<file path="src/rtl/cmd_tx.sv">
// Response framer: SYNC, HDR, SIZE, optional payload and optional CRC-8 onto the FT245 Tx stream.
// Optional feature: define CMD_TX_CRC_EN to append CRC-8 (poly 0x07) over HDR, SIZE and payload.
module cmd_tx #(
    parameter logic [7:0] SYNC_BYTE = 8'hA5
) (
    input  logic       i_clk,
    input  logic       i_rst_n,
    input  logic       i_rsp_valid,
    output logic       o_rsp_ready,
    input  logic       i_rsp_wr,
    input  logic [7:0] i_rsp_size,
    input  logic [7:0] i_tx_data,
    input  logic       i_tx_valid,
    output logic       o_tx_ready,
    output logic [7:0] o_st_data,
    output logic       o_st_valid,
    input  logic       i_st_ready,
    output logic       o_busy
);

    typedef enum logic [2:0] {
        S_IDLE,
        S_SYNC,
        S_HDR,
        S_SIZE,
`ifdef CMD_TX_CRC_EN
        S_CRC,
`endif
        S_DATA
    } state_t;

`ifdef CMD_TX_CRC_EN
    localparam state_t END_STATE = S_CRC;
`else
    localparam state_t END_STATE = S_IDLE;
`endif

    state_t     r_state;
    state_t     w_state_next;
    logic       r_wr;
    logic [7:0] r_size;
    logic [7:0] r_cnt;
    logic [7:0] r_st_data;
    logic       r_st_valid;
    logic       r_data_done;
    logic       w_st_xfer;
    logic       w_tx_ready;
    logic       w_tx_xfer;
    logic       w_rsp_ready;

`ifdef CMD_TX_CRC_EN
    logic [7:0] r_crc;

    function automatic logic [7:0] crc8_byte(input logic [7:0] crc, input logic [7:0] data);
        logic [7:0] c;
        c = crc ^ data;
        for (int i = 0; i < 8; i++) begin
            c = c[7] ? ({c[6:0], 1'b0} ^ 8'h07) : {c[6:0], 1'b0};
        end
        return c;
    endfunction
`endif

    // Ready outputs are held low while reset is asserted, not only after the reset edge.
    assign w_rsp_ready = (r_state == S_IDLE) && i_rst_n;
    assign w_st_xfer   = r_st_valid && i_st_ready;
    assign w_tx_ready  = (r_state == S_DATA) && !r_data_done && (!r_st_valid || i_st_ready);
    assign w_tx_xfer   = w_tx_ready && i_tx_valid;

    assign o_rsp_ready = w_rsp_ready;
    assign o_tx_ready  = w_tx_ready;
    assign o_st_data   = r_st_data;
    assign o_st_valid  = r_st_valid;
    assign o_busy      = (r_state != S_IDLE);

    always_ff @(posedge i_clk) begin
        if (!i_rst_n) r_state <= S_IDLE;
        else          r_state <= w_state_next;
    end

    always_comb begin
        // NOTE: default first so no path through the case can infer a latch.
        w_state_next = r_state;
        case (r_state)
            S_IDLE: if (i_rsp_valid && w_rsp_ready) w_state_next = S_SYNC;
            S_SYNC: if (w_st_xfer) w_state_next = S_HDR;
            S_HDR:  if (w_st_xfer) w_state_next = S_SIZE;
            S_SIZE: if (w_st_xfer) w_state_next = r_wr ? END_STATE : S_DATA;
            S_DATA: if (r_data_done && w_st_xfer) w_state_next = END_STATE;
`ifdef CMD_TX_CRC_EN
            S_CRC:  if (w_st_xfer) w_state_next = S_IDLE;
`endif
            default: w_state_next = S_IDLE;
        endcase
    end

    // The output register is refilled in the same cycle it drains, so DATA runs at 1 byte/cycle.
    always_ff @(posedge i_clk) begin
        if (!i_rst_n) begin
            r_wr        <= 1'b0;
            r_size      <= 8'h00;
            r_cnt       <= 8'h00;
            r_st_data   <= 8'h00;
            r_st_valid  <= 1'b0;
            r_data_done <= 1'b0;
`ifdef CMD_TX_CRC_EN
            r_crc       <= 8'h00;
`endif
        end else begin
            case (r_state)
                S_IDLE: if (i_rsp_valid) begin
                    r_wr        <= i_rsp_wr;
                    r_size      <= i_rsp_size;
                    r_st_data   <= SYNC_BYTE;
                    r_st_valid  <= 1'b1;
                    r_data_done <= 1'b0;
`ifdef CMD_TX_CRC_EN
                    r_crc       <= 8'h00;
`endif
                end
                S_SYNC: if (w_st_xfer) begin
                    r_st_data <= {7'b0, r_wr};
`ifdef CMD_TX_CRC_EN
                    r_crc     <= crc8_byte(r_crc, {7'b0, r_wr});
`endif
                end
                S_HDR: if (w_st_xfer) begin
                    r_st_data <= r_size;
                    r_cnt     <= r_size;
`ifdef CMD_TX_CRC_EN
                    r_crc     <= crc8_byte(r_crc, r_size);
`endif
                end
                S_SIZE: if (w_st_xfer) begin
`ifdef CMD_TX_CRC_EN
                    if (r_wr) r_st_data  <= r_crc;
                    else      r_st_valid <= 1'b0;
`else
                    r_st_valid <= 1'b0;
`endif
                end
                S_DATA: begin
                    if (w_tx_xfer) begin
                        r_st_data  <= i_tx_data;
                        r_st_valid <= 1'b1;
`ifdef CMD_TX_CRC_EN
                        r_crc      <= crc8_byte(r_crc, i_tx_data);
`endif
                        if (r_cnt == 8'h00) r_data_done <= 1'b1;
                        else                r_cnt       <= r_cnt - 8'h01;
                    end else if (w_st_xfer) begin
`ifdef CMD_TX_CRC_EN
                        if (r_data_done) r_st_data  <= r_crc;
                        else             r_st_valid <= 1'b0;
`else
                        r_st_valid <= 1'b0;
`endif
                    end
                end
`ifdef CMD_TX_CRC_EN
                S_CRC: if (w_st_xfer) r_st_valid <= 1'b0;
`endif
                default: r_st_valid <= 1'b0;
            endcase
        end
    end

endmodule
</file>
<file path="config.mk">
export PLATFORM = sky130hd
export DESIGN_NAME = cmd_tx
export DESIGN_NICKNAME = d
export VERILOG_FILES = /design/src/rtl/cmd_tx.sv
export SDC_FILE = /design/constraint.sdc
export NUM_CORES = 1
export LEC_CHECK = 0
export ABC_AREA = 1
export CAP_MARGIN = 20
export CORE_ASPECT_RATIO = 1.25
export CORE_MARGIN = 2
export CORE_UTILIZATION = 60
export DETAILED_ROUTE_END_ITERATION = 6
export DONT_BUFFER_PORTS = 1
export GPL_TIMING_DRIVEN = 0
export PLACE_DENSITY = 0.8
export SLEW_MARGIN = 5
export SYNTH_ARGS = -nofsm -noshare
export SYNTH_HDL_FRONTEND = slang
export SYNTH_SLANG_ARGS = --single-unit
</file>
<file path="constraint.sdc">
create_clock -name i_clk -period 5.2 [get_ports i_clk]
set_clock_uncertainty 0.2 [all_clocks]
set_input_delay 0.52 -clock i_clk [delete_from_list [all_inputs] [get_ports i_clk]]
set_output_delay 0.52 -clock i_clk [all_outputs]
set_load 0.005 [all_outputs]
</file>
==> metrics, run 1 <==
Leak 0.962 nW; Mapped Cells between 200 and 300; total CTS buffers 5; most frequent cells in the layout nand2_1, nor2_1, inv_1; Final ANT Viol Nets 0; Routed WL per cell 12.0 µm; EDFF count, synth 0; Worst-path clk slew approximately 90 ps; leading area contributor after synthesis dfxtp_1; Cell variety after synth 24; area growth from synthesis to layout 5.10%; Final #Nets around 320; hold buffers post-CTS 0; Seq cells post-synth 30; startpoint types flop; Critical Path AT about 1300 ps; Chip Width 52.6 µm; PD cells 611 nW/µm²; post-route core utilization 64.9%; Tmin final between 2000 and 2500 ps; Syn Std Cell Area around 1800 µm²; initial core utilization 61.8%; io pins 34; die area 3400 µm²; # diodes 0; Resized Gates After CTS 0; top fanout value on the critical path 9; DRC errors left 0; Max VDD drop 0.386 mV; Detailed Route Iter0 Violations 44; Post CTS Setup Buffer Count 0; Core ar. about 2900 µm²; number of global-route vias before repair 1628; fill count 299; Synth Warn # 0; Synth Net Count around 320; Sw Ratio 48.5%; vias post-DR 1758; period utilisation layout 39.6%; count of final setup violators 0; clk_lat worst skew about 330 ps; clock sink count 30; sequential share of power 34.6%; GRT Util Overall a little over a quarter; clock root buffer master clkbuf_4; Max-slew headroom 68.3%; Crit. End Element output pin; grt ovf 0; RSZ-0062 raised after global routing false; syn avg cell area just over 6 µm²; Internal 0.585 mW; Vias per Instance 5.26; hpwl dp between 3000 and 4000 µm; Max Root-Sink Buffers 2; Worst Max-Slew Pin Slew 475 ps; share of layout cells above drive strength 1 under 10%; dpl cells about 330; FP Rows 22; top cells by area, synth dfxtp_1, nand2_1, nor2_1, inv_1, nand3_1; non-filler cells, final approximately 330; global placer's final weighted congestion 0.890; Fmax achieved between 400 and 500 MHz; Max-Cap Viols 0; antenna violations before repair 0; count of final hold-check violations 0; length of the first detailed-routing pass in iterations 5; area share of the largest cell type after synthesis 34.0%; Crit path required time 4480 ps; WHS about 200 ps; combinational cell fraction of total power ~54%; Port Buf Inserts 0; total wire length 4000 µm; Clk pwr share between 10% and 20%; largest net degree at the start of global routing 11; FFs w/ async S/R, synth 0%; CTS tree built; Max Slew Vio Count 0; worst hold path class primary input to flop; commonest non-fill, non-tap cell in the layout nand2_1; post-synthesis sequential area ratio 34.0%; CP Class flop to output pin; top_reg_cell synth dfxtp_1; outcome complete, no violations; global-route wire length before repair between 6000 and 7000 µm; P_sw 0.550 mW; H-tree Lvls 2; die height ~65 µm; post-route setup TNS 0 ps
## path summary, 6_finish.rpt
| path | start | to | slack, ps | cells past startpoint |
|---|---|---|---|---|
| worst max-delay path | r_state[1] | o_tx_ready | 3140 | 4 |
| worst min register to register | r_size[1] | r_size[1] | 280 | 2 |
| worst max register to register | r_state[0] | r_cnt[3] | 3350 | 8 |
| worst min-delay path | i_rsp_size[7] | r_size[7] | 200 | 2 |
## synthesized netlist by cell type (2+ instances only)
master / instances
nor2_4: 2
o21ai_0: 17
inv_1: 39
buf_2: 3
a21oi_1: 14
ha_1: 2
nand3_2: 2
nand3_1: 24
nand2_1: 87
buf_4: 2
nor2_1: 47
nand4_1: 9
clkbuf_1: 3
dfxtp_1: 30
## logic make-up after synthesis
logic type / after synthesis / share of synthesized area (%)
AO/OA/AOI/OAI: 33 / 9.98
AND/OR/NAND/NOR: 176 / 43.0
adder cells (fa/ha/maj): 2 / 1.42
flip-flops: 30 / 34.0
buffers and inverters: 50 / 11.7
## metrics by stage
step	cell area (µm²)	setup slack [ps]	power [mW]
after floorplan	1770	3480	0.883
after global routing	1860	3050	1.27
after CTS	1860	3130	1.14
after global placement	1810	3270	0.993
after detailed placement	1810	3270	1.01
final	1860	3140	1.13
## cell type report
cell class / instances / area (µm²) / area share, %
tap: 36 / 45.0 / 2.42
clock buffer: 7 / 45.0 / 2.42
sequential: 30 / 601 / 32.3
multi-input combinational: 211 / 961 / 51.7
inverter: 40 / 150 / 8.08
buffer: 10 / 56.3 / 3.03
## registers in the layout (all words and copies together) (netlist names)
signal and count:
r_state 3, r_data_done 1, o_st_valid 1, o_st_data 8, r_cnt 8, r_size 8
r_wr 1
## routing by layer
| layer | vias to the layer above | GRT usage (%) | part of all wire [%] |
|---|---|---|---|
| met5 | - | 0 | 0 |
| met4 | 0 | 11.5 | 2.5 |
| met3 | 11 | 8.76 | 5.3 |
| met2 | 40 | 46.9 | 51 |
| met1 | 785 | 29.9 | 41 |
| li1 | 922 | - | - |
## worst max-delay path, cell delays in order (launching register included)
cell     delay (ps)
dfxtp_1         310
buf_4           160
nor2_4          220
nand2_4         120
nor2_1          200
## power by group through the flow
stage,clock network (mW),registers (mW),logic [mW]
floorplan,0,0.379,0.505
detailed placement,0,0.399,0.608
CTS,0.133,0.394,0.613
finish,0.128,0.393,0.613
global route,0.143,0.403,0.719
global placement,0,0.397,0.596
Note: power is estimated with default switching activity, not from simulation.
==> run 2, diff against run 1 <==
==> constraint.sdc (replaced) <==
create_clock -name i_clk -period 1.99 [get_ports i_clk]
set_clock_uncertainty 0.2 [all_clocks]
set_input_delay 0.199 -clock i_clk [delete_from_list [all_inputs] [get_ports i_clk]]
set_output_delay 0.199 -clock i_clk [all_outputs]
set_load 0.005 [all_outputs]
==> metrics, run 2 (synthesis gave the netlist of run 1 again) <==
hpwl dp 3080 µm; Internal 1.56 mW; die height 64.7 µm; WHS 42.3 ps; clk_lat worst skew between 300 and 400 ps; Chip Width 52.6 µm; Critical Path AT 1920 ps; io pins 34; H-tree Lvls 2; PD cells 1510 nW/µm²; period utilisation layout 93.0%; area of the multi-input gates around 970 µm²; DRC errors left 0; FP Rows 22; Final ANT Viol Nets 0; Leak approximately 1.0 nW; Crit. End Element flop; P_sw 1.48 mW; Fmax achieved 540 MHz; worst hold path class primary input to flop; GRT Util Overall 29.9%; post-route setup TNS 0 ps; global placer's final weighted congestion 0.890; Vias per Instance 5.37; Worst-path clk slew 90 ps; fill count 278; die area ~3400 µm²; CP Class flop to flop; Routed WL per cell 12.8 µm; vias post-DR approximately 1900; Reg area 602 µm²; Max VDD drop 1.01 mV; RSZ-0062 raised after global routing false; number of global-route vias before repair 1769; outcome complete, no violations; # diodes 0; Sw Ratio 48.7%; Max-slew headroom 68.1%; Crit path required time ~2000 ps; most frequent cells in the layout nand2_1, nor2_1, inv_1; Core ar. 2860 µm²; share of layout cells above drive strength 1 7.05%; clock sink count 30; top fanout value on the critical path 10; post-route core utilization 70.2%; Final #Nets 336; Max Root-Sink Buffers 2; Post CTS Setup Buffer Count 0; Port Buf Inserts 0; total wire length approximately 4500 µm; commonest non-fill, non-tap cell in the layout nand2_1; Clk pwr share 11.1%; count of final setup violators 0; clock root buffer master clkbuf_4; Detailed Route Iter0 Violations 65; combinational cell fraction of total power between 50% and 60%; count of final hold-check violations 0; antenna violations before repair 0; Tmin final 1850 ps; startpoint types flop; total CTS buffers 5; length of the first detailed-routing pass in iterations 4; Design Power between 3 and 4 mW; Max-Cap Viols 0; Max Slew Vio Count 0; initial core utilization 61.8%; Worst Max-Slew Pin Slew 479 ps; sequential share of power 34.1%; area growth from synthesis to layout 13.7%; global-route wire length before repair 7540 µm; CTS tree built; grt ovf 0; largest net degree at the start of global routing 11
run 2: cell types whose count changed in the layout (fill, tap and decap cells not counted):
cell	before	now
dfxtp_1	30	29
dfxtp_2	0	1
dlygate4sd3_1	0	14
nand2_1	87	86
nand2_2	1	2
nand3_2	2	1
nand3_4	0	1
run 2: worst paths after layout:
kind	from	to	slack, ps	cells past startpoint
worst max-delay path	r_state[1]	r_data_done	140	6
worst min-delay path	i_tx_valid	r_data_done	40	4
worst min register to register	r_data_done	r_data_done	280	2
worst max register to register	r_state[1]	r_data_done	140	6
run 2: layout make-up:
class	count	area share [%]
multi-input cells	211	48.3
inverters	40	7.47
well taps	36	2.24
clock buffers	7	2.24
flip-flops and latches	30	30.0
plain buffers	10	2.80
repair buffers	14	6.97
run 2: power by group through the flow:
stage                     clock network [mW]  logic, mW  registers (mW)
after floorplan                            0       1.32           0.989
after global placement                     0       1.56            1.04
after detailed placement                   0       1.59            1.04
after CTS                              0.348       1.62            1.03
after global routing                   0.374       1.93            1.06
final                                  0.337       1.66            1.04
run 2: per-stage QoR:
step / cells / area [µm²] / setup slack (ps)
after detailed placement: 327 / 1810 / 157
after global routing: 348 / 2010 / 1.30
after floorplan: 291 / 1770 / 332
after CTS: 348 / 2000 / 145
after global placement: 327 / 1810 / 188
final: 348 / 2010 / 139
run 2: layer usage:
| metal | vias to the layer above | share of wire, % | track usage [%] |
|---|---|---|---|
| met4 | 0 | 3.1 | 13.1 |
| li1 | 950 | - | - |
| met2 | 64 | 52 | 52.7 |
| met3 | 17 | 6.0 | 8.29 |
| met5 | - | 0 | 0 |
| met1 | 837 | 39 | 32.3 |
run 2: critical path, cell delays in order (launching register included):
cell and delay [ps]:
dfxtp_1 330, buf_4 170, inv_1 110, nand3_1 310
clkbuf_1 430, nand2_1 100, a21oi_1 140
run 2: repair_timing:
| action | CTS | global route |
|---|---|---|
| hold endpoints to repair | 14 | 0 |
| endpoints found under the setup margin | 0 | 7 |
| resized for setup | 0 | 3 |
| hold buffers | 14 | 0 |
